===== config.mk =====
export PLATFORM = sky130hd
export DESIGN_NAME = miss_refill_ctrl
export DESIGN_NICKNAME = d
export VERILOG_FILES = /design/src/rtl/cache_pkg.sv /design/src/rtl/victim_select.sv /design/src/rtl/miss_refill_ctrl.sv
export SDC_FILE = /design/constraint.sdc
export NUM_CORES = 1
export LEC_CHECK = 0
export BUFFER_PORTS_ARGS = -buffer_cell sky130_fd_sc_hd__buf_2
export CORE_MARGIN = 3
export CORE_UTILIZATION = 25
export CTS_BUF_LIST = sky130_fd_sc_hd__clkbuf_16
export DETAILED_ROUTE_END_ITERATION = 12
export RECOVER_POWER = 25
export SYNTH_ARGS = -nofsm -noshare
export SYNTH_HDL_FRONTEND = slang
export SYNTH_HIERARCHICAL = 1
export SYNTH_SLANG_ARGS = --single-unit

===== constraint.sdc =====
create_clock -name clk -period 3.1 [get_ports clk]
set_clock_uncertainty 0.05 [all_clocks]
set_input_delay 0.155 -clock clk [delete_from_list [all_inputs] [get_ports clk]]
set_output_delay 0.155 -clock clk [all_outputs]
set_load 0.01 [all_outputs]

===== src/rtl/cache_pkg.sv =====
// Shared types and constants for the cache miss/refill path.
// Holds the FSM encoding, line-address type and beat sizing.
package cache_pkg;

    localparam int LINE_BEATS = 4;
    localparam int BEAT_WIDTH = $clog2(LINE_BEATS);
    localparam int TAG_WIDTH  = 20;
    localparam int ADDR_WIDTH = 8;

    typedef logic [TAG_WIDTH+ADDR_WIDTH-1:0] cache_line_addr_t;

    typedef logic [2:0] refill_state_t;

    localparam refill_state_t S_IDLE    = 3'd0;
    localparam refill_state_t S_SELECT  = 3'd1;
    localparam refill_state_t S_WB_REQ  = 3'd2;
    localparam refill_state_t S_WB_WAIT = 3'd3;
    localparam refill_state_t S_MEM_REQ = 3'd4;
    localparam refill_state_t S_REFILL  = 3'd5;
    localparam refill_state_t S_COMMIT  = 3'd6;

    // Index width that stays at least one bit for degenerate sizes.
    function automatic int idx_width(input int n);
        return (n > 1) ? $clog2(n) : 1;
    endfunction

endpackage


===== src/rtl/victim_select.sv =====
// Victim choice for a refill: lowest invalid way first, else the
// replacement unit's pick; flags whether that victim needs writeback.
module victim_select #(
    parameter int WAY_NUM   = 4,
    parameter int WAY_WIDTH = 2
) (
    input  logic [WAY_NUM-1:0]   way_valid,
    input  logic [WAY_NUM-1:0]   way_dirty,
    input  logic [WAY_WIDTH-1:0] repl_way,
    output logic [WAY_WIDTH-1:0] victim,
    output logic                 need_wb
);

    always_comb begin
        victim = repl_way;
        // Descending scan so the lowest invalid way wins.
        for (int i = WAY_NUM - 1; i >= 0; i--) begin
            if (!way_valid[i]) begin
                victim = WAY_WIDTH'(i);
            end
        end
        need_wb = way_valid[victim] & way_dirty[victim];
    end

endmodule


===== src/rtl/miss_refill_ctrl.sv =====
// Cache miss handler: picks a victim, writes it back if dirty,
// refills the line beat by beat and commits the new tag.
module miss_refill_ctrl #(
    parameter int DEPTH      = 256,
    parameter int WAY_NUM    = 4,
    parameter int WAY_WIDTH  = cache_pkg::idx_width(WAY_NUM),
    parameter int ADDR_WIDTH = cache_pkg::idx_width(DEPTH),
    parameter int TAG_WIDTH  = 20,
    parameter int LINE_BEATS = 4,
    parameter int DATA_WIDTH = 64,
    parameter int BEAT_WIDTH = $clog2(LINE_BEATS)
) (
    input  logic                          clk,
    input  logic                          rst,
    input  logic                          miss_valid,
    output logic                          miss_ready,
    input  logic [ADDR_WIDTH-1:0]         miss_idx,
    input  logic [TAG_WIDTH-1:0]          miss_tag,
    input  logic [WAY_NUM-1:0]            way_valid,
    input  logic [WAY_NUM-1:0]            way_dirty,
    input  logic [WAY_NUM*TAG_WIDTH-1:0]  way_tag,
    output logic                          repl_req,
    output logic [ADDR_WIDTH-1:0]         repl_idx,
    input  logic [WAY_WIDTH-1:0]          repl_way,
    output logic                          repl_update_en,
    output logic [ADDR_WIDTH-1:0]         repl_update_idx,
    output logic [WAY_WIDTH-1:0]          repl_update_way,
    output logic                          wb_valid,
    input  logic                          wb_ready,
    output logic [ADDR_WIDTH-1:0]         wb_idx,
    output logic [WAY_WIDTH-1:0]          wb_way,
    output logic [TAG_WIDTH-1:0]          wb_tag,
    input  logic                          wb_done,
    output logic                          mem_req_valid,
    input  logic                          mem_req_ready,
    output logic [TAG_WIDTH+ADDR_WIDTH-1:0] mem_req_addr,
    input  logic                          mem_resp_valid,
    input  logic [DATA_WIDTH-1:0]         mem_resp_data,
    output logic                          data_we,
    output logic [ADDR_WIDTH-1:0]         data_idx,
    output logic [WAY_WIDTH-1:0]          data_way,
    output logic [BEAT_WIDTH-1:0]         data_beat,
    output logic [DATA_WIDTH-1:0]         data_wdata,
    output logic                          tag_we,
    output logic [ADDR_WIDTH-1:0]         tag_idx,
    output logic [WAY_WIDTH-1:0]          tag_way,
    output logic [TAG_WIDTH-1:0]          tag_wtag,
    output logic                          refill_done
);

    import cache_pkg::*;

    localparam logic [BEAT_WIDTH-1:0] LAST_BEAT = BEAT_WIDTH'(LINE_BEATS - 1);

    refill_state_t state;
    refill_state_t state_nxt;

    logic [ADDR_WIDTH-1:0]        idx_q;
    logic [TAG_WIDTH-1:0]         tag_q;
    logic [WAY_WIDTH-1:0]         way_q;
    logic [WAY_NUM-1:0]           valid_q;
    logic [WAY_NUM-1:0]           dirty_q;
    logic [WAY_NUM*TAG_WIDTH-1:0] tags_q;
    logic [BEAT_WIDTH-1:0]        beat_q;

    logic [WAY_WIDTH-1:0] sel_way;
    logic                 sel_wb;

    logic in_idle;
    logic in_select;
    logic in_wb_req;
    logic in_wb_wait;
    logic in_mem_req;
    logic in_refill;
    logic in_commit;
    logic accept;
    logic last_beat;

    assign in_idle    = (state == S_IDLE);
    assign in_select  = (state == S_SELECT);
    assign in_wb_req  = (state == S_WB_REQ);
    assign in_wb_wait = (state == S_WB_WAIT);
    assign in_mem_req = (state == S_MEM_REQ);
    assign in_refill  = (state == S_REFILL);
    assign in_commit  = (state == S_COMMIT);

    assign accept    = in_idle & miss_valid;
    assign last_beat = in_refill & mem_resp_valid & (beat_q == LAST_BEAT);

    // Victim is decided from the snapshot taken when the miss arrived.
    victim_select #(
        .WAY_NUM   (WAY_NUM),
        .WAY_WIDTH (WAY_WIDTH)
    ) u_victim_select (
        .way_valid (valid_q),
        .way_dirty (dirty_q),
        .repl_way  (repl_way),
        .victim    (sel_way),
        .need_wb   (sel_wb)
    );

    always_comb begin
        state_nxt = state;
        case (state)
            S_IDLE:    if (miss_valid)     state_nxt = S_SELECT;
            S_SELECT:  state_nxt = sel_wb ? S_WB_REQ : S_MEM_REQ;
            S_WB_REQ:  if (wb_ready)       state_nxt = S_WB_WAIT;
            S_WB_WAIT: if (wb_done)        state_nxt = S_MEM_REQ;
            S_MEM_REQ: if (mem_req_ready)  state_nxt = S_REFILL;
            S_REFILL:  if (last_beat)      state_nxt = S_COMMIT;
            S_COMMIT:  state_nxt = S_IDLE;
            default:   state_nxt = S_IDLE;
        endcase
    end

    always_ff @(posedge clk) begin
        if (rst) begin
            state   <= S_IDLE;
            idx_q   <= '0;
            tag_q   <= '0;
            way_q   <= '0;
            valid_q <= '0;
            dirty_q <= '0;
            tags_q  <= '0;
            beat_q  <= '0;
        end else begin
            state <= state_nxt;
            if (accept) begin
                idx_q   <= miss_idx;
                tag_q   <= miss_tag;
                valid_q <= way_valid;
                dirty_q <= way_dirty;
                tags_q  <= way_tag;
            end
            if (in_select) begin
                way_q <= sel_way;
            end
            if (in_mem_req && mem_req_ready) begin
                beat_q <= '0;
            end else if (in_refill && mem_resp_valid) begin
                beat_q <= beat_q + 1'b1;
            end
        end
    end

    assign miss_ready = in_idle;
    assign repl_req   = accept;
    assign repl_idx   = miss_idx;

    assign wb_valid = in_wb_req;
    assign wb_idx   = idx_q;
    assign wb_way   = way_q;
    assign wb_tag   = tags_q[int'(way_q)*TAG_WIDTH +: TAG_WIDTH];

    assign mem_req_valid = in_mem_req;
    assign mem_req_addr  = {tag_q, idx_q};

    assign data_we    = in_refill & mem_resp_valid;
    assign data_idx   = idx_q;
    assign data_way   = way_q;
    assign data_beat  = beat_q;
    assign data_wdata = mem_resp_data;

    assign tag_we   = in_commit;
    assign tag_idx  = idx_q;
    assign tag_way  = way_q;
    assign tag_wtag = tag_q;

    assign repl_update_en  = in_commit;
    assign repl_update_idx = idx_q;
    assign repl_update_way = way_q;
    assign refill_done     = in_commit;

endmodule


==> summary.txt, run 1 <==
Status: completed
Async set-reset flop share out of synthesis: 0
Hold Fails Final Rpt: 0
Post-synth top area cell: dfxtp_1
Max FO, Critical Path: 22
Max-slew violation count: 0
TNS Setup: 0 ps
Synthesized Nets: 907
CTS root buffer: clkbuf_16
WP data required: 2890 ps
Worst-Skew Late Latency: 410 ps
Core area: 23,000 um2
Initial antenna violation count: 3
Crit path capture type: output pin
Initial DRC Count: 279
Top FF cell, synth: dfxtp_1
Initial Utilization: 0.258
PnR worst setup slack: 771 ps
Number of enable flip-flop cells after synthesis: 0
I/O pins: 379
Leakage: 3.58 nW
IO Port Bufs: 250
Netlist Area Pre-Place: 5930 um2
Cell Pwr Density: 712 nW/um2
# resized after CTS: 0
Tcrit/Tclk final: 0.751
Worst-path clk slew: 60 ps
Setup bufs post-CTS: 0
Peak supply drop: 0.317 mV
Peak Freq: 429 MHz
DP HPWL: 12,000 um
Total Routed Length: 18,400 um
Setup repair after global routing missed its margin: no
Min cycle time layout: 2330 ps
Routed Antenna Nets: 0
Clk sinks: 123
First-pass GRT wire length: 28,700 um
Die area: 25,600 um2
GRT Total Usage: 0.139
H-tree levels: 4
Top-count cell post-synth: nand2_1
Share of layout cells above drive strength 1: 0.323
Worst-Margin Slew: 925 ps
Max_cap viols: 0
Worst path arrival time: 2120 ps
Chip width: 160 um
Post-DR vias/cell: 4.35
Relative slew slack: 0.383
Largest net degree at the start of global routing: 68
Total grt overflow: 0
DR vias: 5,481
CTS Buf Count: 17
Count of cell types in the netlist: 31
Wirelength per Cell: 14.6 um
Yosys warns: 6
Synth Instances: 717
Number of global-route vias before repair: 5,331
Num rows: 55
Antenna Cells: 0
Area Growth Syn to Fin: 37.7%
Startpoint types: flop
Top cells by count, synth: nand2_1 (237), buf_4 (132), dfxtp_1 (123)
Worst hold path type: in2reg
Drt pass-1 iters: 4
Avg Inst Size Synth: 8.27 um2
DP Worst Slack: 1150 ps
Routability cong.: 0.794
Net count, final: 1,125
Final hold slack: 127 ps
Clk buf depth: 2
Share of the synthesized area in the top cell type: 0.415
Register area share after synthesis: 0.415
TritonCTS clock tree: built
Drt drc: 0
Synth area leaders: dfxtp_1 (42%), buf_4 (17%), nand2_1 (15%)
Die Span Y: 160 um
Final setup violation count: 0
Synth Register Bits: 123
Critical Setup Path Class: reg2out
[what timing repair did]
item                       CTS  global route
hold buffers               117             0
hold endpoints to repair   118             0
setup endpoints to repair    0             0
[final cells by class]
class	count	area, um2
Sequential cell	123	2460
Timing Repair Buffer	376	2500
Tap cell	313	392
Clock inverter	15	126
Inverter	7	28.8
Multi-Input combinational cell	410	2230
Clock buffer	17	425
Fill cell	2394	14800
[report_power, final]
group          total [mW]  switching [mW]  internal (mW)
logic                1.79            1.04          0.754
registers            2.16           0.259           1.90
clock network        1.86           0.762           1.10
[worst paths after layout]
| check | start | to | slack (ps) | cells after the start |
|---|---|---|---|---|
| min reg2reg | tags_q[58] | tags_q[58] | 400 | 2 |
| max reg2reg | state[0] | data_idx[4] | 1290 | 5 |
| min | wb_done | state[1] | 130 | 4 |
| max | data_way[0] | wb_tag[6] | 770 | 2 |
[cells by family after synthesis]
| kind of cell | count (synthesis) | synth area share |
|---|---|---|
| AOI/OAI and AO/OA | 126 | 0.111 |
| DFF | 123 | 0.415 |
| muxes | 26 | 0.0890 |
| and+or+nand+nor | 256 | 0.171 |
| buffers and inverters | 184 | 0.210 |
| xor gates and xnor gates | 1 | 0.00148 |
| adders and majority gates | 1 | 0.00211 |
[flip-flops by register name, summed over array words and instances (netlist names)]
register   flops
state          3
tag_wtag      20
tags_q        80
dirty_q        4
data_beat      2
data_way       2
valid_q        4
data_idx       8
[through the flow]
stage	cell area, um2	cells	utilization	total power [mW]
6_report	8160	1261	0.355	5.82
5_1_grt	8160	1261	0.355	6.19
4_1_cts	8180	1261	0.356	5.91
3_5_place_dp	6460	1112	0.281	3.89
3_3_place_gp	6460	1112	0.281	3.88
2_1_floorplan	5930	717	-	3.54
[critical path: stages (launching register included)]
cell and delay (ps):
dfxtp_2 930, mux4_2 610, buf_2 160
[metal layers]
| layer | GRT usage | vias to the layer above | part of all wire |
|---|---|---|---|
| met1 | 0.167 | 2566 | 0.43 |
| li1 | - | 2648 | - |
| met5 | 0.0114 | - | 0.0041 |
| met3 | 0.0550 | 40 | 0.081 |
| met4 | 0.0462 | 8 | 0.018 |
| met2 | 0.227 | 219 | 0.47 |
[cell usage in the layout (no fill, tap or decap), types with 4 or more instances in the layout]
cell type,n
clkinv_2,5
nor2_1,7
nand2_1,237
mux2i_1,4
buf_4,8
dlygate4sd3_1,117
a21oi_1,116
clkbuf_1,14
clkinv_4,4
buf_2,235
inv_1,7
mux4_2,21
nor3_1,4
clkbuf_16,17
dfxtp_1,122
(Power assumes the default switching activity.)
==> run 2: changes to the inputs <==
- ABC_AREA: default -> 1
- clock period: 3.1 -> 2.21 ns (I/O delays scaled with it)
==> summary.txt, run 2 <==
Commonest cells after routing, fill and taps aside: nand2_1 (249), buf_2 (235), dfxtp_1 (122), dlygate4sd3_1 (116), a21oi_1 (110)
Initial antenna violation count: 1 (-2)
Synth area leaders: dfxtp_1 (40%), buf_4 (16%), nand2_1 (15%)
Tcrit/Tclk final: 0.911
First-pass GRT wire length: 31,700 um (+10%)
Die Span Y: 163 um (+1.9%)
Non-filler instance count after layout: 1,396 (+11%)
Reg with most FFs: tags_q
Avg Inst Size Synth: 7.26 um2 (-12%)
Crit path capture type: output pin
Hold EP: data_beat[0]
Cell Pwr Density: 1140 nW/um2 (+60%)
Peak supply drop: 0.542 mV (+71%)
Initial DRC Count: 377 (+35%)
Netlist Area Pre-Place: 6160 um2 (+4.0%)
Wirelength per Cell: 14.8 um (+1.4%)
Synth Instances: 849 (+18%)
Max-slew violation count: 0 (unchanged)
Hold Crit Depth: 4 (unchanged)
Worst reg2reg endpoint: tags_q[42]
Total grt overflow: 0 (unchanged)
Post-synth top area cell: dfxtp_1
Critical Setup Path Class: reg2out
DP HPWL: 14,100 um (+17%)
CTS root buffer: clkbuf_16
Max_cap viols: 0 (unchanged)
Clk sinks: 123 (unchanged)
Worst path arrival time: 1850 ps (-270 ps)
Register-to-Register Path Depth: 7 (+2)
Initial Utilization: 0.259 (+0.000796)
Relative slew slack: 0.555 (+0.172)
Setup repair after global routing missed its margin: no
Startpoint types: flop
Routed Antenna Nets: 0 (unchanged)
Switch Pwr: 3.81 mW (+85%)
I/O pins: 379 (unchanged)
GRT Total Usage: 0.151 (+0.0116)
Peak Freq: 497 MHz
Cell-internal power: 5.77 mW (+54%)
Die area: 26,600 um2 (+3.8%)
DR vias: 6,066 (+11%)
Chip width: 163 um (+1.9%)
CTS Buf Count: 17 (unchanged)
Core area: 23,800 um2 (+3.6%)
Hold Fails Final Rpt: 0 (unchanged)
Top-count cell post-synth: nand2_1
Post-DR vias/cell: 4.35 (about the same)
Min cycle time layout: 2010 ps
Share of layout cells above drive strength 1: 0.287 (-0.0363)
Hold Crit Start: mem_req_ready
Share of the synthesized area in the top cell type: 0.399 (-0.0158)
TritonCTS clock tree: built
Leakage: 3.75 nW (+4.7%)
Area Growth Syn to Fin: 36.6%
DP Worst Slack: 402 ps (-743 ps)
Worst hold path type: in2reg
# resized after CTS: 0 (unchanged)
PnR worst setup slack: 197 ps (-574 ps)
Synth Register Bits: 123 (unchanged)
IO Port Bufs: 250 (unchanged)
Number of enable flip-flop cells after synthesis: 0 (unchanged)
Routability cong.: 0.815 (+2.6%)
Register area share after synthesis: 0.399 (-0.0158)
Num rows: 56 (+1.8%)
Worst-Margin Slew: 666 ps (-258 ps)
Drt drc: 0 (unchanged)
Number of global-route vias before repair: 5,800 (+8.8%)
Top cells by count, synth: nand2_1 (249), buf_4 (134), dfxtp_1 (123)
Final setup violation count: 0 (unchanged)
Worst-Skew Late Latency: 410 ps (about the same)
Largest net degree at the start of global routing: 90 (+32%)
Top FF cell, synth: dfxtp_1
Comb power frac: 0.403 (+0.095)
Synthesized Nets: 1,039 (+15%)
H-tree levels: 4 (unchanged)
Worst-path clk slew: 60 ps (about the same)
WP data required: 2050 ps (-840 ps)
Most common cell after layout, fill and taps aside: nand2_1
Post-Place Cells: 1,246 (+12%)
Total Routed Length: 20,700 um (+12%)
Util after Layout: 0.354 (-0.00157)
Async set-reset flop share out of synthesis: 0 (unchanged)
Max FO, Critical Path: 20 (-9.1%)
Switching Share: 0.398 (+0.0440)
Reg power frac: 0.312 (-0.060)
FF-to-FF Start: state[2]
Drt pass-1 iters: 5 (+1)
Status: completed
Flop-to-flop setup slack: 380 ps (-910 ps)
Largest register FFs: 80 (unchanged)
Clk buf depth: 2 (unchanged)
TNS Setup: 0 ps (unchanged)
Net count, final: 1,252 (+11%)
Clock power share: 0.285 (-0.035)
Yosys warns: 6 (unchanged)
Count of cell types in the netlist: 28 (-9.7%)
run 2: cell count changes after synthesis, sizes merged, moves of 4 or more:
| cell | before | now |
|---|---|---|
| nor2 | 7 | 60 |
| nand2 | 238 | 263 |
| nor3 | 5 | 1 |
| a21oi | 116 | 120 |
| nand3 | 1 | 9 |
| mux2i | 4 | 0 |
| buf | 154 | 161 |
| inv | 7 | 18 |
| o21ai | 1 | 44 |
| mux4 | 21 | 0 |
| o22ai | 2 | 20 |
run 2: worst max path at each step:
stage | end | slack, ps | startpoint | cells past startpoint
floorplan | state[2] | 850 | valid_q[0] | 15
global placement | tags_q[74] | 430 | state[2] | 7
detailed placement | tags_q[42] | 400 | state[2] | 7
CTS | wb_tag[6] | 140 | data_way[1] | 4
global route | wb_tag[6] | 50 | data_way[1] | 4
finish | wb_tag[18] | 200 | data_way[1] | 4
run 2: cell type report:
| class | count | area (um2) |
|---|---|---|
| clock buffer | 17 | 425 |
| sequential | 123 | 2460 |
| inverter | 20 | 83.8 |
| antenna | 2 | 5.00 |
| timing repair buffer | 377 | 2540 |
| multi-input combinational | 523 | 2350 |
| fill | 2569 | 15400 |
| tap | 319 | 399 |
| clock inverter | 15 | 149 |
run 2: power by group through the flow:
stage / sequential, mW / combinational (mW) / clock, mW
3_3_place_gp: 3.02 / 3.74 / 0
3_5_place_dp: 3.03 / 3.75 / 0
5_1_grt: 3.05 / 4.32 / 2.93
2_1_floorplan: 2.99 / 2.85 / 0
4_1_cts: 2.99 / 3.93 / 2.84
6_report: 2.99 / 3.86 / 2.73
run 2: cells by family after synthesis:
kind of cell	count (synthesis)	synth area share
and+or+nand+nor	338	0.220
buffers and inverters	203	0.219
AOI/OAI and AO/OA	184	0.160
DFF	123	0.399
adders and majority gates	1	0.00203
run 2: what timing repair did:
| action | 4_1_cts | 5_1_grt |
|---|---|---|
| setup buffers | 0 | 0 |
| hold buffers | 116 | 0 |
| hold endpoints to repair | 116 | 0 |
| endpoints found under the setup margin | 0 | 0 |
run 2: through the flow:
step | area, um2 | total power [mW] | hold slack, ps
floorplan | 6160 | 5.84 | 197
global placement | 6700 | 6.76 | 171
detailed placement | 6700 | 6.79 | 171
CTS | 8430 | 9.75 | 73.1
global route | 8420 | 10.3 | 86.6
finish | 8420 | 9.58 | 85.9
run 2: layer usage:
layer  wire length [um]  GRT usage
met5                 10          0
met4                780     0.0757
met3               1310     0.0345
met2               9260      0.229
met1               9300      0.201
run 2: worst max-delay path: stages (launching register included):
cell     delay (ps)
dfxtp_1         310
inv_1           490
o21ai_0         200
o22ai_1         250
buf_2           190
==> run 3: changes to the inputs <==
- CORE_AREA: default -> 3 3 146 148
- CORE_MARGIN: 3 -> default
- CORE_UTILIZATION: 25 -> default
- DIE_AREA: default -> 0 0 149 151
- clock period: 2.21 -> 2.07 ns (I/O delays scaled with it)
==> summary.txt, run 3 (same netlist as run 2, synthesis figures left out) <==
Setup bufs post-CTS: 0 (unchanged)
Worst-Skew Late Latency: 410 ps (about the same)
Chip width: 149 um (-8.6%)
Area after DPL: 6670 um2 (-0.45%)
Clk buf depth: 2 (unchanged)
DP Worst Slack: 274 ps (-128 ps)
Reg with most FFs: tags_q
Design Area, Final: 8420 um2 (about the same)
Share of layout cells above drive strength 1: 0.290 (+0.00345)
Max-slew violation count: 0 (unchanged)
Routed Antenna Nets: 0 (unchanged)
Status: completed
Worst path arrival time: 1800 ps (-50 ps)
Die area: 22,500 um2 (-15%)
CTS Buf Count: 17 (unchanged)
Relative slew slack: 0.691 (+0.136)
Worst hold path type: in2reg
GRT Total Usage: 0.169 (+0.0183)
Min cycle time layout: 1950 ps
Initial antenna violation count: 1 (unchanged)
Post-DR vias/cell: 4.44 (+2.1%)
Tcrit/Tclk final: 0.943
Drt pass-1 iters: 5 (unchanged)
DR vias: 5,981 (-1.4%)
Slowest CP cell: dfxtp_1
Num rows: 52 (-7.1%)
Peak Freq: 512 MHz
Total Routed Length: 19,800 um (-4.2%)
Cell Pwr Density: 1230 nW/um2 (+8.1%)
Initial DRC Count: 342 (-9.3%)
Worst-path clk slew: 60 ps (about the same)
Clk sinks: 123 (unchanged)
CTS root buffer: clkbuf_16
Fill count: 2,081 (-19%)
Total grt overflow: 0 (unchanged)
Die Span Y: 151 um (-7.4%)
CP cell instances: nor2_4 > nand2_2 > inv_4 > nand2_8 > inv_16 > buf_12 > buf_2
Largest net degree at the start of global routing: 95 (+5.6%)
Hold Crit Depth: 2 (-2)
Startpoint types: flop
Register-to-Register Path Depth: 7 (unchanged)
Final setup violation count: 0 (unchanged)
Max FO, Critical Path: 32 (+60%)
DP HPWL: 13,100 um (-6.6%)
Net count, final: 1,253 (+0.080%)
Leakage: 3.78 nW (+0.71%)
First-pass GRT wire length: 30,100 um (-5.0%)
Setup repair after global routing missed its margin: yes
Number of global-route vias before repair: 5,649 (-2.6%)
PnR Total Power: 10.4 mW (+8.1%)
Worst-Margin Slew: 463 ps (-203 ps)
Core area: 20,200 um2 (-15%)
Slowest cell delay on critical path: 350 ps (-140 ps)
PnR worst setup slack: 117 ps (-79.9 ps)
Wirelength per Cell: 14.7 um (-0.84%)
Critical Setup Path Class: reg2out
Final hold slack: 30.8 ps (-55.1 ps)
Drt drc: 0 (unchanged)
Routability cong.: 0.769 (-5.6%)
WP data required: 1920 ps (-130 ps)
Peak supply drop: 0.574 mV (+6.0%)
Initial Utilization: 0.306 (+0.0469)
IO Port Bufs: 250 (unchanged)
TritonCTS clock tree: built
Most common cell after layout, fill and taps aside: nand2_1
I/O pins: 379 (unchanged)
Commonest cells after routing, fill and taps aside: nand2_1 (249), buf_2 (236), dfxtp_1 (121), dlygate4sd3_1 (116), a21oi_1 (110)
Area Growth Syn to Fin: 36.5% (about the same)
Max_cap viols: 0 (unchanged)
Largest register FFs: 80 (unchanged)
Crit path capture type: output pin
Hold Fails Final Rpt: 0 (unchanged)
H-tree levels: 4 (unchanged)
==> run 3: cell count changes in the layout (fill, tap and decap cells not counted), sizes merged <==
cell	before	now
clkinv	10	6
buf	247	249
inv	21	25
clkbuf	31	30
==> run 3: what timing repair did <==
action                                  CTS  global route
endpoints found under the setup margin    1             2
hold endpoints to repair                116             0
pin swaps                                 0             0
hold buffers                            116             0
gates resized for setup                   3             2
==> run 3: path summary, 6_finish.rpt <==
path / startpoint / end / slack [ps]
worst max-delay path: state[1] / repl_req / 120
worst min-delay path: rst / tag_wtag[14] / 30
worst max register to register: state[2] / tag_wtag[8] / 360
worst min register to register: tags_q[33] / tags_q[33] / 410
==> run 3: final cells by class <==
type | instances | area, um2 | area share
Clock buffer | 17 | 425 | 0.0505
Timing Repair Buffer | 378 | 2580 | 0.306
Sequential cell | 123 | 2460 | 0.293
Multi-Input combinational cell | 523 | 2350 | 0.280
Clock inverter | 15 | 159 | 0.0189
Inverter | 20 | 95.1 | 0.0113
Antenna cell | 2 | 5.00 | 0.000595
Tap cell | 270 | 338 | 0.0401
==> run 3: per-stage QoR <==
stage	setup TNS, ps	util	std cells
2_1_floorplan	0	-	849
3_3_place_gp	0	0.331	1198
3_5_place_dp	0	0.331	1198
4_1_cts	0	0.418	1346
5_1_grt	-14.8	0.417	1347
6_report	0	0.417	1348
==> run 3: layer usage <==
metal  global-route usage  wire [um]  vias to the layer above
met2                0.270       9110                      203
met1                0.217       8760                     2696
met5                    0          0                        -
li1                     -          -                     3027
met4               0.0760        646                        0
met3               0.0404       1270                       55
==> run 3: power breakdown <==
group / switching, mW / total [mW] / internal (mW)
logic: 2.59 / 4.19 / 1.61
registers: 0.335 / 3.18 / 2.84
clock network: 1.19 / 2.98 / 1.79
==> run 3: critical path: cells and delay by family (launching register included) <==
family	cells	cell delay, ps
buf+inv	4	610
flops	1	350
simple gates	3	400
